--- config.mk ---
export PLATFORM = sky130hd
export DESIGN_NAME = tone_source_arbiter
export DESIGN_NICKNAME = d
export VERILOG_FILES = /design/src/rtl/tone_source_arbiter.sv
export SDC_FILE = /design/constraint.sdc
export NUM_CORES = 1
export LEC_CHECK = 0
export BUFFER_PORTS_ARGS = -buffer_cell sky130_fd_sc_hd__buf_2
export CAP_MARGIN = 10
export CORE_MARGIN = 10
export CORE_UTILIZATION = 51
export CTS_CLUSTER_SIZE = 40
export DETAILED_ROUTE_END_ITERATION = 6
export PLACE_DENSITY = 0.81
export SLEW_MARGIN = 0
export SYNTH_ARGS = -nofsm -noshare
export SYNTH_HDL_FRONTEND = slang
export SYNTH_SLANG_ARGS = --single-unit
--- constraint.sdc ---
create_clock -name clk_50mhz -period 2.85 [get_ports clk_50mhz]
set_input_delay 0 -clock clk_50mhz [delete_from_list [all_inputs] [get_ports clk_50mhz]]
set_output_delay 0 -clock clk_50mhz [all_outputs]
set_load 0.01 [all_outputs]
--- src/rtl/tone_source_arbiter.sv ---
// tone_source_arbiter: fixed-priority owner arbitration (playback > live > demo) of the shared buzzer/display
// with a muted gap on owner change and ownership hold across key releases; ARB_DEMO_EN enables the demo requester.
module tone_source_arbiter #(
   parameter int GAP_CYCLES  = 50000,
   parameter int HOLD_CYCLES = 1000000
) (
   input  logic       clk_50mhz,
   input  logic       rst_n_internal,
   input  logic [2:0] live_key_id,
   input  logic       live_pressed,
   input  logic       live_oct_up,
   input  logic       live_oct_down,
   input  logic       pb_active,
   input  logic [2:0] pb_key_id,
   input  logic       pb_pressed,
   input  logic       pb_oct_up,
   input  logic       pb_oct_down,
   input  logic       demo_active,
   input  logic [2:0] demo_key_id,
   input  logic       demo_pressed,
   input  logic       demo_oct_up,
   input  logic       demo_oct_down,
   output logic [2:0] out_key_id,
   output logic       out_pressed,
   output logic       out_oct_up,
   output logic       out_oct_down,
   output logic [1:0] owner,
   output logic       switch_pulse,
   output logic       demo_preempted
);
`ifdef ARB_DEMO_EN
   localparam bit DEMO_EN = 1'b1;
`else
   localparam bit DEMO_EN = 1'b0;
`endif
   localparam int MAX_CYC = (GAP_CYCLES > HOLD_CYCLES) ? GAP_CYCLES : HOLD_CYCLES;
   localparam int CW = $clog2(MAX_CYC + 1);
   localparam logic [CW-1:0] GAP_LAST  = CW'(GAP_CYCLES - 1);
   localparam logic [CW-1:0] HOLD_LAST = CW'(HOLD_CYCLES - 1);

   typedef enum logic [1:0] {IDLE, GRANT, HOLD, GAP} state_t;

   state_t        state, state_nx;
   logic [1:0]    owner_nx, win;
   logic [CW-1:0] cnt, cnt_nx;
   logic          demo_req, own_req, higher;
   logic [2:0]    src_key, key_nx;
   logic          src_pressed, src_up, src_dn;
   logic          pressed_nx, up_nx, dn_nx, sw_nx, dp_nx;

   // Larger rank wins; owner 0 (none) ranks below every requester.
   function automatic logic [1:0] rank(input logic [1:0] o);
      return (o == 2'd2) ? 2'd3 : (o == 2'd1) ? 2'd2 : (o == 2'd3) ? 2'd1 : 2'd0;
   endfunction

   always_comb begin
      demo_req = DEMO_EN & demo_active;
      win      = pb_active ? 2'd2 : live_pressed ? 2'd1 : demo_req ? 2'd3 : 2'd0;
      own_req  = (owner == 2'd2) ? pb_active : (owner == 2'd1) ? live_pressed :
                 (owner == 2'd3) ? demo_req : 1'b0;
      higher   = rank(win) > rank(owner);
   end

   // During GAP the owner register carries the pending owner.
   always_comb begin
      state_nx = state;
      owner_nx = owner;
      cnt_nx   = cnt;
      unique case (state)
         IDLE: begin
            if (win != 2'd0) begin
               state_nx = GRANT;
               owner_nx = win;
            end
         end
         GRANT: begin
            if (higher) begin
               state_nx = GAP;
               owner_nx = win;
               cnt_nx   = '0;
            end else if (!own_req) begin
               state_nx = HOLD;
               cnt_nx   = '0;
            end
         end
         HOLD: begin
            if (higher) begin
               state_nx = GAP;
               owner_nx = win;
               cnt_nx   = '0;
            end else if (own_req) begin
               state_nx = GRANT;
            end else if (cnt == HOLD_LAST) begin
               state_nx = (win != 2'd0) ? GAP : IDLE;
               owner_nx = win;
               cnt_nx   = '0;
            end else begin
               cnt_nx = cnt + 1'b1;
            end
         end
         GAP: begin
            if (cnt == GAP_LAST) begin
               cnt_nx = '0;
               if (!own_req) begin
                  state_nx = (win != 2'd0) ? GRANT : IDLE;
                  owner_nx = win;
               end else begin
                  state_nx = GRANT;
               end
            end else begin
               cnt_nx   = cnt + 1'b1;
               owner_nx = higher ? win : owner;
            end
         end
      endcase
   end

   always_comb begin
      src_key     = (owner_nx == 2'd2) ? pb_key_id : (owner_nx == 2'd1) ? live_key_id :
                    (owner_nx == 2'd3) ? demo_key_id : 3'd0;
      src_pressed = (owner_nx == 2'd2) ? pb_pressed : (owner_nx == 2'd1) ? live_pressed :
                    (owner_nx == 2'd3) ? demo_pressed : 1'b0;
      src_up      = (owner_nx == 2'd2) ? pb_oct_up : (owner_nx == 2'd1) ? live_oct_up :
                    (owner_nx == 2'd3) ? demo_oct_up : 1'b0;
      src_dn      = (owner_nx == 2'd2) ? pb_oct_down : (owner_nx == 2'd1) ? live_oct_down :
                    (owner_nx == 2'd3) ? demo_oct_down : 1'b0;
      key_nx      = (state_nx == GRANT) ? src_key : (state_nx == HOLD) ? out_key_id : 3'd0;
      up_nx       = (state_nx == GRANT) ? src_up : (state_nx == HOLD) ? out_oct_up : 1'b0;
      dn_nx       = (state_nx == GRANT) ? src_dn : (state_nx == HOLD) ? out_oct_down : 1'b0;
      pressed_nx  = (state_nx == GRANT) & src_pressed;
      sw_nx       = (state_nx == GAP) & (state != GAP);
      dp_nx       = DEMO_EN & sw_nx & (owner == 2'd3);
   end

   always_ff @(posedge clk_50mhz or negedge rst_n_internal) begin
      if (!rst_n_internal) begin
         state          <= IDLE;
         owner          <= 2'd0;
         cnt            <= '0;
         out_key_id     <= 3'd0;
         out_pressed    <= 1'b0;
         out_oct_up     <= 1'b0;
         out_oct_down   <= 1'b0;
         switch_pulse   <= 1'b0;
         demo_preempted <= 1'b0;
      end else begin
         state          <= state_nx;
         owner          <= owner_nx;
         cnt            <= cnt_nx;
         out_key_id     <= key_nx;
         out_pressed    <= pressed_nx;
         out_oct_up     <= up_nx;
         out_oct_down   <= dn_nx;
         switch_pulse   <= sw_nx;
         demo_preempted <= dp_nx;
      end
   end
endmodule

==> metrics list, run 1 <==
- Largest family of logic cells by synthesized area: simple AND/OR/NAND/NOR gates
- Across all setup checks in the final design, the least slack found is -0.0121 ns.
- For this block, the routed nets add up to 5.78 mm of wire.
* Total of flip-flops plus latches after synthesis: 31
- Core area: 4000 um^2
- Largest area contributor in the netlist: sky130_fd_sc_hd__dfrtp_1
- TritonCTS built the clock tree.
- Setup violations remaining at the end of the flow were counted as 2.
* DRC errors left: 0
* Setup total negative slack: -0.0216 ns
* Adder-Cell Fraction of Synth Area: 4.50%
- Clk_lat worst skew: 0.29 ns
- For this run, the register share of the synthesized area comes to 36.7%.
* Share of layout cells above drive strength 1: 29.8%
* Final Cycle Share: 100%
* Async S/R FF share, synth: 100%
- The longest clock path from root to sink contains 2 buffers.
- The first detailed-routing pass ran for 4 iterations.
* Worst-case clock skew: 0.00273 ns
- Global routing used 15.0% of the available tracks across all layers.
* Total die area: 7120 um^2
* CP max stage cell: sky130_fd_sc_hd__dfrtp_2
- Transition time at the pin with the least slew margin: 0.691 ns
* Vertical die dimension: 84.4 um
* Highest cell delay on the worst timing path: 0.44 ns
* Post-DP HPWL: 4.10 mm
* Data arrival, critical path: 3.01 ns
* Area share of the leading cell type in the synthesized netlist: 36.7%
- Worst hold path stage count: 3
* Cell Rows: 23
* Cell area after synthesis: 2110 um^2
- CTS Root Cell: sky130_fd_sc_hd__clkbuf_8
- Total Power Consumption: 2.79 mW
- Worst flop-to-flop path startpoint: owner[1]$_DFF_PN0_
* Initial antenna violation count: 0
* Initial detailed-routing violation count: 173
- Number of nets with antenna violations after routing: 0
* Top cells by area, synth: sky130_fd_sc_hd__dfrtp_1, sky130_fd_sc_hd__nand2_1, sky130_fd_sc_hd__o21ai_0, sky130_fd_sc_hd__mux2i_1, sky130_fd_sc_hd__nor2_1
- For this run the aggregate overflow at the end of global routing stands at 0.
- The synthesized netlist devotes 3.32% of its cell area to XOR and XNOR gates.
* Top flip-flop cell by instance count after synthesis: sky130_fd_sc_hd__dfrtp_1
- Die width: 84.4 um
- For this run, the top clock speed supported by timing is 349 MHz.
- The first global-routing pass estimated 9.23 mm of wire.
- The routed design could run at a clock period as short as 2.86 ns.
* Number of cells produced by synthesis: 249
* Critical Path Source Type: flip-flop
- Dividing the detail-routed via count by the number of cells gives 5.96.
- Maximum resistive drop on vdd: 0.448 mV
* Crit. End Element: flip-flop
- Distinct cell type count after synthesis: 51
- Pin placement for this block handled 32 I/O pins.
- A synthesized cell averages 8.49 um^2.
- Summing the areas of all compound-gate instances in the mapped netlist gives 17.9% of the synthesized area.
* Setup WS pre-CTS: -0.0854 ns
- Cell repeated most along the worst path: sky130_fd_sc_hd__ha_4
- STA puts the critical path data required time at 3.00 ns.
- Simple-gate portion of the synthesized area: 27.8%
- The startpoint identified for the worst hold timing path is live_key_id[2].
- At the end of the flow, the number of nets in the layout was 332.
- Compared with the post-synthesis result, the final layout area differs by 29.2%.
- The initial utilization of the core area, before any placement, comes to 52.8%.
- Number of warnings issued by yosys: 0
* H-Tree Level Count: 2
- Clock Sink Count: 31
* Post-Synthesis Net Count: 277
* Type of the worst min-delay path: in2reg
- Setup repair after global routing missed its margin: true
* Largest net degree at the start of global routing: 32
- Count of max-cap constraint violations: 0
* Static leakage: 1.24 nW
- The critical path is of the reg2reg type.
- In this run, CTS created clock tree buffers numbering 5.
- During placement, the flow inserted port buffers numbering 29.
* R2r endpoint: out_oct_up$_DFFE_PN0P_
* End point of the worst hold path: out_key_id[2]$_DFFE_PN0P_
* Weighted congestion reported at the end of routability-driven placement: 0.867
- CP Cell Sequence: ha_4 -> or2_4 -> ha_4 -> and2_4 -> nor3_2 -> a31oi_2 -> mux2_4 -> a221o_1 -> buf_6 -> mux2i_1 -> o221ai_1
- Via count: 2115
- Clock transition at path regs: 0.07 ns
* Maximum fanout along the worst path: 5
- The via count of the first global-routing pass came to 1996.
- The final reports fail on hold timing, setup timing.
- The worst register-to-register path has a setup slack of -0.01 ns.
* Number of flops mapped to enable cells by yosys: 0
- After synthesis, the share of cell area in mux cells is 4.80%.
- The tightest hold path in the finished design has a slack of -0.00160 ns.
- Average detailed-routed wire length per instance: 16.3 um
- Number of hold-slack violations in the final timing report: 1
* Relative slew slack: 53.9%
- Areal power density over the cells: 1020 nW/um^2
* Filler instances: 300
* # diodes: 0
- Measured in cells, the most critical reg-to-reg path has a length of 11.
- The total count of max-transition violations in the final report was 0.
- Status: finished, violations left
[metrics by stage]
| step | utilization [%] | instances | instance area [um^2] | hold slack [ns] |
|---|---|---|---|---|
| after floorplan | - | 249 | 2130 | -0.296 |
| after global placement | 61.3 | 341 | 2450 | 0.0726 |
| after detailed placement | 61.3 | 341 | 2450 | 0.0830 |
| after CTS | 65.7 | 352 | 2630 | 0.0160 |
| after global routing | 68.3 | 355 | 2730 | 0.0238 |
| final | 68.3 | 355 | 2730 | -0.00160 |
[what timing repair did]
item,in CTS,in global routing
resized for setup,6,14
endpoints found under the hold margin,32,0
setup endpoints to repair,5,19
hold buffers,3,0
pin swaps,4,6
setup buffers,0,3
[layout by cell type (no fill, tap or decap), types with 3 or more instances in the layout]
cell type / instances
sky130_fd_sc_hd__a21oi_1: 6
sky130_fd_sc_hd__nor2b_1: 4
sky130_fd_sc_hd__xor2_1: 5
sky130_fd_sc_hd__and3_1: 5
sky130_fd_sc_hd__xnor2_1: 3
sky130_fd_sc_hd__nor4_1: 4
sky130_fd_sc_hd__buf_2: 29
sky130_fd_sc_hd__nand3_1: 8
sky130_fd_sc_hd__nor4_2: 3
sky130_fd_sc_hd__o31ai_1: 7
sky130_fd_sc_hd__nor2_1: 21
sky130_fd_sc_hd__o21ai_0: 18
sky130_fd_sc_hd__and2_1: 3
sky130_fd_sc_hd__nand4_1: 5
sky130_fd_sc_hd__dlygate4sd3_1: 3
sky130_fd_sc_hd__dfrtp_1: 29
sky130_fd_sc_hd__buf_4: 24
sky130_fd_sc_hd__mux2i_1: 9
sky130_fd_sc_hd__clkbuf_8: 6
sky130_fd_sc_hd__nor3_1: 4
sky130_fd_sc_hd__nand2_1: 34
sky130_fd_sc_hd__o221ai_1: 4
sky130_fd_sc_hd__ha_4: 3
sky130_fd_sc_hd__inv_1: 12
[Yosys cell counts (6+ instances only)]
cell type / number
sky130_fd_sc_hd__nand2_1: 34
sky130_fd_sc_hd__dfrtp_1: 31
sky130_fd_sc_hd__mux2i_1: 9
sky130_fd_sc_hd__nand3_1: 8
sky130_fd_sc_hd__nor2_1: 22
sky130_fd_sc_hd__o21ai_0: 19
sky130_fd_sc_hd__ha_1: 6
sky130_fd_sc_hd__a21oi_1: 6
sky130_fd_sc_hd__inv_1: 13
sky130_fd_sc_hd__nor4_1: 6
sky130_fd_sc_hd__o31ai_1: 7
[layout make-up]
class,instances,area (um^2),share of cell area (%)
clock buffer,6,82.6,3.02
inverter,13,48.8,1.79
clock inverter,2,35.0,1.28
tap,50,62.6,2.29
sequential,31,778,28.5
timing repair buffer,58,378,13.8
multi-input combinational,195,1350,49.3
[where the power goes]
part | leakage (nW) | switching [mW] | internal, mW
registers | 0.408 | 0.112 | 0.524
logic | 0.770 | 0.848 | 0.851
clock network | 0.0612 | 0.169 | 0.283
total | 1.24 | 1.13 | 1.66
[logic make-up after synthesis]
family | count (synthesis)
AO/OA/AOI/OAI | 56
XOR/XNOR | 8
adder cells (fa/ha/maj) | 8
buffers and inverters | 23
flip-flops | 31
multiplexers | 10
other | 1
AND/OR/NAND/NOR | 112
[worst max path at each step]
stage / from / to / slack (ns) / cells after the start
after detailed placement: owner[0]$_DFF_PN0_ / out_key_id[2]$_DFFE_PN0P_ / -0.09 / 10
after CTS: owner[0]$_DFF_PN0_ / out_oct_down$_DFFE_PN0P_ / 0.004 / 12
after global routing: owner[1]$_DFF_PN0_ / out_oct_up$_DFFE_PN0P_ / -0.13 / 11
after global placement: owner[0]$_DFF_PN0_ / out_key_id[2]$_DFFE_PN0P_ / -0.01 / 10
after floorplan: owner[0]$_DFF_PN0_ / out_key_id[0]$_DFFE_PN0P_ / 0.01 / 12
final: owner[1]$_DFF_PN0_ / out_oct_up$_DFFE_PN0P_ / -0.01 / 11
[worst max-delay path: cells and delay by family (launching register included)]
| family | cells | cell delay [ns] |
|---|---|---|
| AOI/OAI and AO/OA | 3 | 0.75 |
| and+or+nand+nor | 3 | 0.46 |
| adders and majority gates | 2 | 0.43 |
| muxes | 2 | 0.48 |
| DFF | 1 | 0.44 |
| buffers and inverters | 1 | 0.16 |
[layer usage]
metal / GRT usage (%) / up-vias / wire (um)
met5: 0 / - / 0
met1: 18.7 / 1029 / 2380
met4: 5.39 / 0 / 93
met2: 24.9 / 62 / 2980
met3: 3.38 / 11 / 322
li1: - / 1013 / -
[flip-flops by register name, summed over array words and instances, names as in the netlist]
name	cells
owner	2
state	2
switch_pulse	1
cnt	20
out_key_id	3
out_oct_up	1
out_oct_down	1
out_pressed	1
Power figures use the tool's default switching activity.
==> run 2: changes to the inputs <==
CORE_UTILIZATION = 60   (was 51)
PLACE_DENSITY = 0.88   (was 0.81)
clock period = 3.7 ns   (was 2.85 ns; I/O delays follow)
==> run 2 against run 1 <==
The flow now finishes without violations; maximum frequency is 17% lower; register-to-register slack improved by 0.26 ns; core utilization increased by 7.5 points; via count grew 7.5%; non-clock buffer count decreased by 7; sequential cell count is the same; largest power group unchanged.
==> metrics list, run 2 (same netlist as run 1, synthesis figures left out) <==
* Buffers and inverters on the worst path: 1 (unchanged)
* Max-slew violation count: 0 (unchanged)
- Vertical die dimension: 79.3 um (-6.0%)
* Highest clock rate: 289 MHz (-17%)
- Cell repeated most along the worst path: sky130_fd_sc_hd__ha_1
* Setup-violating endpoint count in the final report: 0 (-2)
- CP top delay family: simple AND/OR/NAND/NOR gates
* Core area: 3360 um^2 (-16%)
- First-pass GRT wire length: 10.6 mm (+15%)
- Total area of sequential cells: 776 um^2 (-0.32%)
- DRC errors left: 0 (unchanged)
* Crit. End Element: flip-flop
* Filler instances: 245 (-18%)
- The horizontal die dimension came to 79.3 um (-6.0%).
* CTS Root Cell: sky130_fd_sc_hd__clkbuf_4
- Clock transition at path regs: 0.12 ns (+0.05 ns)
- The worst slew margin relative to its limit came to 45.8% (-8.1 points).
- Number of hold-slack violations in the final timing report: 0 (-1)
* Maximum fanout along the worst path: 8 (+3)
* Clock Sink Count: 31 (unchanged)
- I/O Pins: 32 (unchanged)
- The share of total power in the clock network came to 12.4% (-3.8 points).
- Maximum buffer depth of the clock tree: 2 (unchanged)
- Net Sw Frac: 47.9% (+7.4 points)
* Number of nets with antenna violations after routing: 0 (unchanged)
* Areal power density over the cells: 655 nW/um^2 (-36%)
* Transition time at the pin with the least slew margin: 0.805 ns (+0.114 ns)
- The setup fix buffers added after clock tree synthesis came to 0 (unchanged).
- Post-DP HPWL: 3.84 mm (-6.3%)
* Initial antenna violation count: 2 (+2)
- The number of iterations in the first detailed-routing pass is 5 (+1).
* Area growth from synthesis to layout: 20.6%
- Internal power of the cells: 0.870 mW (-48%)
* CP Cell Sequence: inv_1 -> ha_1 -> or2_2 -> ha_1 -> and2_1 -> or3_1 -> mux2i_1 -> o2bb2ai_1 -> a221o_1 -> nand3b_1 -> o221ai_1
- The final period demand of the worst path was 3.46 ns (+0.595 ns).
- The data required time of the critical path came to 3.95 ns (+0.95 ns).
- Setup total negative slack: 0 ns (+0.0216 ns)
- Static leakage: 1.14 nW (-8.0%)
- The combinational cell fraction of total power is 58.0% (-3.0 points).
- Status: complete, no violations
- Max reg flops: 20 (unchanged)
* Cell Rows: 21 (-8.7%)
* CP max stage cell: sky130_fd_sc_hd__dfrtp_1
* Clk_lat worst skew: 0.36 ns (+0.07 ns)
- The via count of the first global-routing pass was 2183 (+9.4%).
- Top reg by flops: cnt
- Net total in the final layout: 325 (-2.1%)
- The sum of routed wire length over all layers was 6.45 mm (+12%).
- The ratio of cells with drive above 1 in the final layout came to 16.8% (-13 points).
* Largest regs: cnt (20), out_key_id (3)
* Largest net degree at the start of global routing: 32 (unchanged)
* Clock tree from TritonCTS: done
- Crit Path Category: reg2reg
- Count of max-cap constraint violations: 0 (unchanged)
- The floorplan die area was 6300 um^2 (-12%).
* Port Buf Inserts: 29 (unchanged)
- Type of the worst min-delay path: in2async
* Setup repair after global routing missed its margin: false
- Sequential share of power: 29.6% (+6.8 points)
- Starting density of the core: 62.8% (+10 points)
- Critical Path Source Type: flip-flop
- Worst setup slack after layout: 0.243 ns (+0.255 ns)
- The peak supply drop was 0.323 mV (-28%).
- Commonest non-fill, non-tap cell in the layout: sky130_fd_sc_hd__nand2_1
- Data arrival, critical path: 3.71 ns (+0.70 ns)
- The average routed wire per standard cell is 18.6 um (+14%).
* Highest cell delay on the worst timing path: 0.49 ns (+0.05 ns)
- Per-cell via count in the routed design: 6.55 (+10%)
- The clock buffer count from CTS came to 5 (unchanged).
- Final Cycle Share: 93.4% (-7.0 points)
- The switching power total came to 0.799 mW (-29%).
- Via count: 2274 (+7.5%)
- Total global routing overflow: 0 (unchanged)
- The detailed router's first-iteration violation count came to 311 (+80%).
- Setup WS pre-CTS: 0.296 ns (+0.381 ns)
* WHS: 0.200 ns (+0.201 ns)
* Worst-case clock skew: 0.0206 ns (+0.0179 ns)
- Global-route total usage across every layer: 21.2% (+6.2 points)
- Top library cells by usage in the layout, fill and taps aside: sky130_fd_sc_hd__nand2_1, sky130_fd_sc_hd__dfrtp_1, sky130_fd_sc_hd__buf_2
- The H-tree depth was 2 (unchanged).
- Footprint of the multi-input gates: 1240 um^2 (-7.5%)
- The weighted congestion reported at the end of routability-driven placement was 0.875 (+0.88%).
run 2: cell types whose count changed in the layout (fill, tap and decap cells not counted), sizes merged:
cell         before  now
clkbuf            6    5
bufinv            1    0
diode             0    3
dlygate4sd3       3   19
clkinvlp          0    2
buf              55   32
run 2: per-stage QoR:
stage,util (%),area [um^2],instances,power [mW]
floorplan,-,2110,249,1.20
global placement,68.0,2290,317,1.37
detailed placement,68.0,2290,317,1.40
CTS,75.3,2530,344,1.62
global route,75.7,2550,346,1.81
finish,75.8,2550,347,1.67
run 2: power groups by stage:
stage                     clock [mW]  sequential, mW  combinational, mW
after global routing           0.222           0.509               1.07
final                          0.206           0.495              0.968
after global placement             0           0.494              0.875
after CTS                      0.203           0.491              0.923
after detailed placement           0           0.498              0.903
after floorplan                    0           0.470              0.731
run 2: what timing repair did:
action	4_1_cts	5_1_grt
resized for setup	0	2
setup endpoints to repair	0	5
hold endpoints to repair	37	0
hold buffers	19	0
run 2: worst paths after layout:
check,startpoint,endpoint,slack [ns],cells past startpoint
worst max register to register,owner[0]$_DFF_PN0_,out_oct_down$_DFFE_PN0P_,0.24,11
worst min-delay path,rst_n_internal,out_oct_down$_DFFE_PN0P_,0.20,2
worst max-delay path,owner[0]$_DFF_PN0_,out_oct_down$_DFFE_PN0P_,0.24,11
min in group clk_50mhz,pb_active,owner[1]$_DFF_PN0_,0.24,4
worst min register to register,out_key_id[2]$_DFFE_PN0P_,out_key_id[2]$_DFFE_PN0P_,0.50,2
max in group asynchronous,rst_n_internal,cnt[0]$_DFFE_PN0P_,3.04,2
run 2: routing by layer:
layer	wire length [um]	GRT usage [%]	vias up	part of all wire, %
met2	3190	36.2	144	49
met4	478	15.1	0	7.4
met3	473	4.95	47	7.3
li1	-	-	1010	-
met5	0	0	-	0
met1	2310	22.5	1073	36
run 2: final cells by class:
class | count | area share, %
Multi-Input combinational cell | 195 | 48.8
Antenna cell | 3 | 0.295
Inverter | 13 | 1.91
Timing Repair Buffer | 51 | 14.0
Clock inverter | 3 | 0.785
Tap cell | 46 | 2.26
Clock buffer | 5 | 1.47
Sequential cell | 31 | 30.4
run 2: worst reg2reg max path: stages, from the launching register on:
cell,delay [ns]
sky130_fd_sc_hd__dfrtp_1,0.49
sky130_fd_sc_hd__inv_1,0.10
sky130_fd_sc_hd__ha_1,0.26
sky130_fd_sc_hd__or2_2,0.29
sky130_fd_sc_hd__ha_1,0.26
sky130_fd_sc_hd__and2_1,0.18
sky130_fd_sc_hd__or3_1,0.44
sky130_fd_sc_hd__mux2i_1,0.19
sky130_fd_sc_hd__o2bb2ai_1,0.10
sky130_fd_sc_hd__a221o_1,0.36
sky130_fd_sc_hd__nand3b_1,0.32
sky130_fd_sc_hd__o221ai_1,0.36
==> run 3: changes to the inputs <==
ABC_AREA = 1   (was unset)
GPL_TIMING_DRIVEN = 0   (was unset)
==> run 3 against run 2 <==
Synthesized cell count is 33% higher; setup slack gained 0.67 ns; sequential share of layout area down 0.67 points; worst hold slack worse by 0.20 ns; via count is 3.4% lower; sequential cell count stayed put; sequential power fell by 25%; die area grew 4.9%; core utilization decreased by 4.1 points; critical path depth stayed put; power down 11%; largest power group unchanged; highest routed layer unchanged.
==> metrics list, run 3 <==
- Status: complete, no violations
- The worst slew margin relative to its limit came to 54.6% (+8.7 points).
* Cell Rows: 22 (+4.8%)
- STA classifies the critical path startpoint as a flip-flop.
- Crit. End Element: flip-flop
- Post-Synthesis Net Count: 359 (+30%)
- Weighted congestion reported at the end of routability-driven placement: 0.908 (+3.8%)
* Most common library cells after synthesis: sky130_fd_sc_hd__nand2_1, sky130_fd_sc_hd__inv_1, sky130_fd_sc_hd__nor2_1
- Number of nets with antenna violations after routing: 0 (unchanged)
- The clock buffer count from CTS is 5 (unchanged).
- Synthesized area divided by synthesized cell count: 6.81 um^2 (-20%)
* Distinct cell type count after synthesis: 34 (-33%)
* Largest net degree at the start of global routing: 32 (unchanged)
* Most numerous cell in the Yosys netlist: sky130_fd_sc_hd__nand2_1
* Max reg flops: 20 (unchanged)
* Maximum buffer depth of the clock tree: 2 (unchanged)
* Top cells by area, synth: sky130_fd_sc_hd__dfrtp_1, sky130_fd_sc_hd__nand2_1, sky130_fd_sc_hd__inv_1, sky130_fd_sc_hd__nor2_1, sky130_fd_sc_hd__nand3_1
- Area share of the leading cell type in the synthesized netlist: 34.4% (-2.3 points)
- The final clock period utilization by the worst path is 75.2% (-18 points).
- The number of I/O port buffers is 29 (unchanged).
- The data required time of the critical path is 3.89 ns (-0.06 ns).
* Setup WS pre-CTS: 0.892 ns (+0.597 ns)
* Filler instances: 312 (+27%)
- Worst flop-to-flop path startpoint: owner[0]$_DFF_PN0_
* Number of warnings issued by yosys: 0 (unchanged)
- Met2 usage: 29.5% (-6.7 points)
* Final critical path time including I/O delays and setup: 2.78 ns (-0.673 ns)
- Clock Sink Count: 31 (unchanged)
- Cell area after synthesis: 2250 um^2 (+6.6%)
* Adder-Cell Fraction of Synth Area: 3.33% (-1.2 points)
* End point of the worst hold path: out_pressed$_DFF_PN0_
* First-pass iteration count of the detailed router: 4 (-1)
- The detailed-route DRC error count is 0 (unchanged).
- Worst-case clock skew: 0.00970 ns (-0.0109 ns)
* Highest clock rate: 359 MHz (+24%)
- Total Power Consumption: 1.49 mW (-11%)
- The source-to-sink clock delay at the later pin of the worst-skew pair was 0.29 ns (-0.07 ns).
- The register with the most flip-flops in the final layout is cnt.
- The horizontal die dimension was 81.3 um (+2.4%).
- The highest net fanout along the worst path was 10 (+2).
- The detailed router's first-iteration violation count was 123 (-60%).
- The worst hold path begins at demo_pressed.
- Clock transition at path regs: 0.06 ns (-0.06 ns)
* Type of the worst min-delay path: in2reg
- Routed WL: 5.22 mm (-19%)
- The final sum of negative setup slack was 0 ns (unchanged).
- The number of hold violations in the final report was 0 (unchanged).
- The met3 track demand over resource in global routing was 5.41% (+0.45 points).
* Xor/xnor share of the synthesized area: 3.11% (-0.21 points)
* Count of cells along the worst register-to-register path: 11 (unchanged)
- Most Crowded Layer GR: met2
- Worst setup slack after layout: 0.916 ns (+0.673 ns)
* Setup repair after global routing missed its margin: false
- The sequential share of the synthesized area is 34.4% (-2.3 points).
* Post-DP HPWL: 3.97 mm (+3.3%)
* Top library cells by usage in the layout, fill and taps aside: sky130_fd_sc_hd__nand2_1, sky130_fd_sc_hd__inv_1, sky130_fd_sc_hd__nor2_1
* First-pass GRT wire length: 9.14 mm (-14%)
- Data arrival, critical path: 2.98 ns (-0.73 ns)
- The area inside the core boundary came to 3630 um^2 (+8.0%).
- By area, the combinational part of the netlist is dominated by simple AND/OR/NAND/NOR gates.
- Net total in the final layout: 398 (+22%)
- R2r endpoint: cnt[18]$_DFFE_PN0P_
- Share of layout cells above drive strength 1: 19.9% (+3.2 points)
- Count of max-cap constraint violations: 0 (unchanged)
- Multiplexer share of the synthesized area: 0% (-4.8 points)
- Via count: 2196 (-3.4%)
- The final setup violation count came to 0 (unchanged).
- The total count of max-transition violations in the final report came to 0 (unchanged).
- Top flip-flop cell by instance count after synthesis: sky130_fd_sc_hd__dfrtp_1
* Total of flip-flops plus latches after synthesis: 31 (unchanged)
* Share of the synthesized area in compound gates (AO/OA/AOI/OAI): 6.89% (-11 points)
* Commonest non-fill, non-tap cell in the layout: sky130_fd_sc_hd__nand2_1
* Vertical die dimension: 81.3 um (+2.4%)
- The count of pins on the block boundary is 32 (unchanged).
- In the final layout, the registers with the most flip-flops are cnt (20), out_key_id (3).
- Worst hold path stage count: 5
* Maximum resistive drop on vdd: 0.746 mV (+130%)
- TritonCTS built the clock tree.
- Initial antenna violation count: 0 (-2)
* Crit Path Category: reg2reg
* Starting density of the core: 62.0% (-0.82 points)
- The global-route usage over all layers came to 17.0% (-4.2 points).
* Via count of the first global-routing pass: 2188 (+0.23%)
- Static leakage: 1.39 nW (+22%)
- CTS Root Cell: sky130_fd_sc_hd__clkbuf_8
* Number of cells in the design after placement: 408 (+29%)
* Number of cells produced by synthesis: 331 (+33%)
- Async S/R FF share, synth: 100% (unchanged)
- Area growth from synthesis to layout: 15.7%
- Finished Layout Cells: 419 (+21%)
- The total global routing overflow was 0 (unchanged).
* Areal power density over the cells: 571 nW/um^2 (-13%)
- The via-per-instance ratio is 5.24 (-20%).
- Simple-gate portion of the synthesized area: 40.8% (+13 points)
* H-Tree Level Count: 2 (unchanged)
* Transition time at the pin with the least slew margin: 0.682 ns (-0.124 ns)
* Total die area: 6610 um^2 (+4.9%)
- The routing usage on met1 was 19.2% (-3.4 points).
- The worst setup slack for register-to-register paths came to 0.92 ns (+0.67 ns).
- Number of flops mapped to enable cells by yosys: 0 (unchanged)
- Average detailed-routed wire length per instance: 12.5 um (-33%)
* # diodes: 0 (-3)
- Largest area contributor in the netlist: sky130_fd_sc_hd__dfrtp_1
[run 3: cell count changes in the layout (fill, tap and decap cells not counted), sizes merged, moves of 7 or more]
cell         change
inv             +40
nor3             +7
nand3           +27
o21ai           -10
mux2i            -9
nor2            +25
nand2           +58
dlygate4sd3     -16
[run 3: per-stage QoR]
step / instance area (um^2) / util (%) / hold WS (ns)
global placement: 2460 / 67.7 / 0.0711
floorplan: 2250 / - / -0.296
global route: 2610 / 71.7 / 0.0260
detailed placement: 2460 / 67.7 / 0.0874
finish: 2610 / 71.7 / 0.00329
CTS: 2610 / 71.7 / 0.00473
[run 3: how the worst max path moves through the flow]
stage | startpoint | to | slack, ns | depth (start not counted)
floorplan | owner[0]$_DFF_PN0_ | cnt[16]$_DFFE_PN0P_ | 1.22 | 16
global placement | owner[0]$_DFF_PN0_ | cnt[18]$_DFFE_PN0P_ | 0.99 | 11
detailed placement | owner[0]$_DFF_PN0_ | cnt[18]$_DFFE_PN0P_ | 0.89 | 11
CTS | owner[0]$_DFF_PN0_ | cnt[18]$_DFFE_PN0P_ | 0.89 | 11
global route | owner[0]$_DFF_PN0_ | cnt[16]$_DFFE_PN0P_ | 0.55 | 17
finish | owner[0]$_DFF_PN0_ | cnt[18]$_DFFE_PN0P_ | 0.92 | 11
[run 3: logic make-up after synthesis]
| family | count (synthesis) |
|---|---|
| AOI/OAI and AO/OA | 24 |
| xor gates and xnor gates | 8 |
| adders and majority gates | 6 |
| buffers and inverters | 61 |
| DFF | 31 |
| other | 1 |
| and+or+nand+nor | 200 |
[run 3: critical path: stages, from the launching register on]
cell,delay [ns]
sky130_fd_sc_hd__dfrtp_1,0.43
sky130_fd_sc_hd__inv_1,0.10
sky130_fd_sc_hd__ha_1,0.24
sky130_fd_sc_hd__or2_2,0.28
sky130_fd_sc_hd__ha_1,0.27
sky130_fd_sc_hd__nand2_1,0.06
sky130_fd_sc_hd__o21ai_2,0.15
sky130_fd_sc_hd__nand2_2,0.14
sky130_fd_sc_hd__o31ai_2,0.38
sky130_fd_sc_hd__nor2_1,0.16
sky130_fd_sc_hd__buf_2,0.24
sky130_fd_sc_hd__nor3_1,0.23
[run 3: report_power, final]
part	internal (mW)	total [mW]	switching, mW
logic	0.294	0.771	0.477
registers	0.352	0.369	0.0166
clock network	0.218	0.350	0.132
[run 3: timing repair]
| action | CTS | global route |
|---|---|---|
| endpoints found under the hold margin | 33 | 0 |
| hold buffers | 3 | 0 |
| buffers inserted | 0 | 0 |
| gates resized for setup | 0 | 0 |
[run 3: area by class of cell]
type / instances / area, um^2 / share of cell area (%)
Inverter: 55 / 206 / 7.92
Tap cell: 48 / 60.1 / 2.30
Buffer: 6 / 47.5 / 1.82
Clock inverter: 2 / 35.0 / 1.34
Clock buffer: 6 / 82.6 / 3.17
Sequential cell: 31 / 776 / 29.8
Multi-Input combinational cell: 239 / 1220 / 47.0
Timing Repair Buffer: 32 / 175 / 6.72
[run 3: metal layers]
metal | vias to the layer above | wire length, um
met1 | 1012 | 2320
li1 | 1116 | -
met5 | - | 0
met2 | 62 | 2500
met3 | 6 | 328
met4 | 0 | 68
